## src/rtl/fanout_fork_pkg.sv

```systemverilog
// fanout_fork_pkg: shared constants and types for the fanout_fork eager fork stage.
package fanout_fork_pkg;

  localparam int FIFO_DEPTH      = 2;
  localparam int OCC_W           = 2;
  localparam int NUM_OUT_DEFAULT = 6;

  typedef logic [NUM_OUT_DEFAULT-1:0] fanout_mask_t;

  typedef enum logic [OCC_W-1:0] {
    OCC_EMPTY = 2'd0,
    OCC_ONE   = 2'd1,
    OCC_FULL  = 2'd2
  } occ_e;

endpackage

```

## src/rtl/fanout_fork_fifo2.sv

```systemverilog
// fanout_fork_fifo2: two-entry word store with head/tail pointers and a count.
// Data registers are deliberately left unreset; only the bookkeeping is cleared.
module fanout_fork_fifo2 #(
  parameter int DATA_W = 16
) (
  input  logic              clk,
  input  logic              rst_n,
  input  logic              flush,
  input  logic              push,
  input  logic              pop,
  input  logic [DATA_W-1:0] wr_data,
  output logic [DATA_W-1:0] rd_data,
  output logic [1:0]        count
);
  import fanout_fork_pkg::*;

  logic [DATA_W-1:0] mem [FIFO_DEPTH];
  logic              head_q;
  logic              tail_q;
  logic [OCC_W-1:0]  count_q;

  // Pointer and count bookkeeping; flush wins over any push or pop this cycle.
  always_ff @(posedge clk or negedge rst_n) begin
    if (!rst_n) begin
      head_q  <= 1'b0;
      tail_q  <= 1'b0;
      count_q <= OCC_W'(OCC_EMPTY);
    end else if (flush) begin
      head_q  <= 1'b0;
      tail_q  <= 1'b0;
      count_q <= OCC_W'(OCC_EMPTY);
    end else begin
      if (push) tail_q <= ~tail_q;
      if (pop)  head_q <= ~head_q;
      if (push && !pop)      count_q <= count_q + OCC_W'(1);
      else if (pop && !push) count_q <= count_q - OCC_W'(1);
    end
  end

  // Word storage is written at the tail; a flushed push is discarded.
  always_ff @(posedge clk) begin
    if (push && !flush) mem[tail_q] <= wr_data;
  end

  assign rd_data = mem[head_q];
  assign count   = count_q;

endmodule

```

## src/rtl/fanout_fork.sv

```systemverilog
// fanout_fork: eager fork broadcasting one valid/ready stream to NUM_OUT consumers.
// Each enabled consumer sees each word exactly once; a word retires when all
// enabled consumers have taken it. Optional macro FANOUT_FORK_BYPASS_EN gives a
// zero-latency path when the buffer is empty.
module fanout_fork #(
  parameter int NUM_OUT = 6,
  parameter int DATA_W  = 16
) (
  input  logic               clk,
  input  logic               rst_n,
  input  logic               flush,
  input  logic [NUM_OUT-1:0] cfg_en,
  input  logic [DATA_W-1:0]  in_data,
  input  logic               in_valid,
  output logic               in_ready,
  output logic [DATA_W-1:0]  out_data,
  output logic [NUM_OUT-1:0] out_valid,
  input  logic [NUM_OUT-1:0] out_ready,
  output logic [1:0]         occupancy
);
  import fanout_fork_pkg::*;

  logic [DATA_W-1:0]  head_data;
  logic [OCC_W-1:0]   count;
  logic               head_valid;
  logic               push;
  logic               pop;
  logic               wr_en;
  logic [NUM_OUT-1:0] acc;
  logic [NUM_OUT-1:0] served;
  logic [NUM_OUT-1:0] done_q;
  logic [NUM_OUT-1:0] done_d;
`ifdef FANOUT_FORK_BYPASS_EN
  logic               bypass;
`endif

  fanout_fork_fifo2 #(
    .DATA_W (DATA_W)
  ) u_fifo (
    .clk     (clk),
    .rst_n   (rst_n),
    .flush   (flush),
    .push    (wr_en),
    .pop     (pop),
    .wr_data (in_data),
    .rd_data (head_data),
    .count   (count)
  );

  // Presentation, per-consumer accepts, retire decision and next served mask.
  always_comb begin
    head_valid = (count != OCC_W'(OCC_EMPTY));
    in_ready   = (count != OCC_W'(OCC_FULL));
    push       = in_valid & in_ready;
    out_valid  = {NUM_OUT{head_valid}} & cfg_en & ~done_q;
    out_data   = head_valid ? head_data : '0;
`ifdef FANOUT_FORK_BYPASS_EN
    bypass = ~head_valid;
    if (bypass) begin
      out_valid = {NUM_OUT{in_valid}} & cfg_en;
      out_data  = in_data;
    end
`endif
    acc    = out_valid & out_ready;
    served = ~cfg_en | done_q | acc;
    pop    = head_valid & (&served);
    wr_en  = push;
    if (pop) done_d = '0;
    else     done_d = done_q | acc;
`ifdef FANOUT_FORK_BYPASS_EN
    if (bypass) begin
      wr_en  = push & ~(&(~cfg_en | acc));
      done_d = wr_en ? acc : '0;
    end
`endif
  end

  // Served mask for the head word; cleared on retire, flush or reset.
  always_ff @(posedge clk or negedge rst_n) begin
    if (!rst_n)     done_q <= '0;
    else if (flush) done_q <= '0;
    else            done_q <= done_d;
  end

  assign occupancy = count;

endmodule

```

## config.mk

```make
export PLATFORM = sky130hd
export DESIGN_NAME = fanout_fork
export DESIGN_NICKNAME = d
export VERILOG_FILES = /design/src/rtl/fanout_fork_pkg.sv /design/src/rtl/fanout_fork_fifo2.sv /design/src/rtl/fanout_fork.sv
export SDC_FILE = /design/constraint.sdc
export NUM_CORES = 1
export LEC_CHECK = 0
export ABC_AREA = 1
export CAP_MARGIN = 10
export CORE_AREA = 5 5 62 86
export CTS_CLUSTER_SIZE = 16
export DETAILED_ROUTE_END_ITERATION = 16
export DIE_AREA = 0 0 67 91
export PLACE_DENSITY = 0.72
export SLEW_MARGIN = 40
export SYNTH_ARGS = -nofsm -noshare
export SYNTH_HDL_FRONTEND = slang
export SYNTH_HIERARCHICAL = 1
export SYNTH_SLANG_ARGS = --single-unit
```

## constraint.sdc

```tcl
create_clock -name clk -period 2.55 [get_ports clk]
set_input_delay 0.3825 -clock clk [delete_from_list [all_inputs] [get_ports clk]]
set_output_delay 0.3825 -clock clk [all_outputs]
set_load 0.03 [all_outputs]
```

==> run_results.csv <==
group,metric,value,unit
timing,final-setup-viol-count,0,
clocking,root_buffer,"clkbuf_8",
logic_synthesis,synth.most_common_cell,"inv_1",
placement,portBuffers,56,
logic_synthesis,synth_ff_type,"edfxtp_1",
setup_path,crit_arrival,2.00,ns
detailed_routing,wl_per_cell,11.28,um
timing,slew_viol_final,0,
logic_synthesis,synthArstFlopShare,23.81,%
floorplanning,dieArea,6097,um2
clocking,ctsHtreeMaxLevel,2,
setup_path,crit_slowest_cell,"dfrtp_2",
pwr,peakVddDrop,0.3752,mV
setup_path,path_buf_inv,2,
timing,skew,0.003272,ns
detailed_routing,drt_iter0_markers,22,
setup_path,worstSetupEndpointType,"output port",
logic_synthesis,avgSynthCellArea,10.60,um2
pwr,p_comb_share,30.2,%
clocking,cts_hold_buf,0,
detailed_routing,wirelength,3543,um
floorplanning,core,4463,um2
pwr,power_density,652.3,nW/um2
detailed_routing,vias,1366,
finish,fillers,388,
clocking,cts_sinks,42,
detailed_routing,firstDrtPassIters,4,
pwr,power.leakage,1.176,nW
setup_path,critical_path_required,2.17,ns
timing,setup-tns-final,0,ns
outcome,outcome,"completed",
logic_synthesis,ys_types,19,
floorplanning,rows,29,
timing,maxSlewHeadroom,69.59,%
logic_synthesis,ys_ff_latch,42,
detailed_routing,ant_nets,0,
floorplanning,floorplan.initialDensity,44.63,%
logic_synthesis,yosys.area.top_type,"edfxtp_1",
pwr,netSwitchingPower,0.5356,mW
finish,area_growth,36.06,%
global_route,antenna_found_initial,0,
logic_synthesis,synth_nets,220,
timing,hold_violations,0,
logic_synthesis,synth.top_cell.area_share,48.24,%
placement,gp_congestion,0.8188,
timing,timing_worst_slew_pin_value,0.4548,ns
timing,rsz0062_at_grt,"no",
global_route,grt_pass1_wl,5802,um
setup_path,critPathKind,"flop to output port",
finish,antennaDiodeCount,0,
pwr,intPower,1.232,mW
detailed_routing,drc,0,
detailed_routing,via_per_inst,4.350,
pwr,seqPwrFrac,45.8,%
logic_synthesis,synth_common_cells,"39 x inv_1, 32 x edfxtp_1, 30 x nand2_1",
setup_path,max_stage_delay,0.66,ns
timing,whs,0.4074,ns
job,cap_violations,0,
global_route,grt_pass1_vias,1306,
finish,drive_gt1_share,13.89,%
clocking,cts_buffers,5,
pwr,clkPwrFrac,23.9,%
logic_synthesis,syn_area,1992,um2
pwr,p_sw_share,30.30,%
clocking,cts_buffer_depth,2,
finish,num-nets-final,283,
clocking,tritoncts,"yes",
setup_path,critPathLaunchType,"flop",
logic_synthesis,ys_top_cells_by_area,"edfxtp_1 48%, dfrtp_1 13%, inv_1 7.3%, mux2_4 6.0%, nand2_1 5.7%",
setup_path,critPathMaxFanout,18,
floorplanning,die-width,67,um
placement,dp_hpwl,2687,um
worst_hold_path,hold_path.class,"primary input to asynchronous set/reset pin",
global_route,grt_overflow,0,
clocking,clk_pin_slew_worst_paths,0.07,ns
logic_synthesis,synth-edff-count,32,
setup_path,path_delay_family,"flip-flops",
timing,fmaxAchievable,0.4192,GHz
logic_synthesis,postSynthCellCount,188,
logic_synthesis,yosysSeqAreaShare,60.80,%
floorplanning,io_pins,57,
setup_path,cp_cell_sequence,"mux2_2, inv_1, nor2_1, clkdlybuf4s50_1",
clocking,insertion_delay,0.28,ns
timing,finalCritPeriodShare,93.55,%
floorplanning,die_h,91,um
logic_synthesis,yosysWarnings,6,
global_route,grtUsageTotal,12.58,%
timing,period_needed,2.385,ns
global_route,grt_start_max_net_pins,19,
==> power groups by stage <==
| stage | clock network, mW | registers, mW | logic (mW) |
|---|---|---|---|
| 3_3_place_gp | 0 | 0.823 | 0.539 |
| 4_1_cts | 0.444 | 0.811 | 0.542 |
| 3_5_place_dp | 0 | 0.825 | 0.541 |
| 5_1_grt | 0.473 | 0.815 | 0.584 |
| 2_1_floorplan | 0 | 0.825 | 0.321 |
| 6_report | 0.423 | 0.810 | 0.535 |
==> per-layer routing <==
layer	routed length, um	track usage (%)	vias up
met5	0	0	-
met4	58	4.907	0
met3	281	4.074	6
met2	1743	20.43	43
met1	1460	15.21	596
li1	-	-	721
==> stage by stage <==
step | setup WS (ns) | utilization (%) | power (mW) | area, um2 | instances
global route | 0.03934 | 60.72 | 1.872 | 2710 | 314
floorplan | 0.4194 | - | 1.146 | 1992 | 188
global placement | 0.2005 | 58.65 | 1.362 | 2618 | 306
CTS | 0.1176 | 60.72 | 1.797 | 2710 | 314
finish | 0.1646 | 60.72 | 1.768 | 2710 | 314
detailed placement | 0.1359 | 58.65 | 1.366 | 2618 | 306
==> cells in the final DEF, fill, tap and decap left out, types with 2 or more instances in the layout <==
master and count:
a21oi_1 9, buf_4 4, clkbuf_8 6, clkdlybuf4s50_1 56, dfrtp_1 9, edfxtp_1 32
inv_1 39, mux2_2 8, mux2_4 8, nand2_1 30, nand3_1 2, nor2_1 27
nor2_2 4, o21ai_0 10
==> cells by family (layout without fill, tap and decap cells) <==
family          count (synthesis)  in the layout  synth area share [%]
compound gates                 21             21                 5.591
buf+inv                        44            108                 9.924
flops                          42             42                 60.80
mux                            16             16                 10.55
simple gates                   65             65                 13.13
==> path summary, 6_finish.rpt <==
kind                                  from         endpoint  slack, ns  cells after the start
min                                  rst_n        done_q[2]       0.41                      1
max reg2reg                u_fifo/count[1]  u_fifo/count[1]       0.60                     13
max                          u_fifo/head_q     out_data[14]       0.16                      4
min reg2reg                  u_fifo/tail_q    u_fifo/tail_q       0.54                      1
min in group clk             u_fifo/tail_q    u_fifo/tail_q       0.54                      1
max in group asynchronous            rst_n    u_fifo/head_q       1.80                      1
==> sequential cells by signal, indices dropped and copies added, names as in the netlist <==
signal,flops
done_q,6
u_fifo/count,2
u_fifo/head_q,1
u_fifo/mem,32
u_fifo/tail_q,1
==> worst reg2reg max path, delay by kind of cell, from the launching register on <==
kind	cells	cell delay, ns
AOI/OAI and AO/OA	1	0.14
buffers and inverters	3	0.29
DFF	1	0.46
and+or+nand+nor	9	0.95
==> cell type report <==
class                      instances  area [um2]  area share (%)
timing repair buffer              60       590.6           21.79
inverter                          40       150.1           5.540
multi-input combinational        102       588.1           21.70
sequential                        42        1212           44.74
clock inverter                     1       5.005          0.1847
clock buffer                       7       86.33           3.186
tap                               62       77.57           2.862
==> repair_timing <==
item / in CTS / in global routing
resized for setup: 1 / 0
buffers inserted: 0 / 0
setup endpoints to repair: 16 / 0
Power figures use the tool's default switching activity.
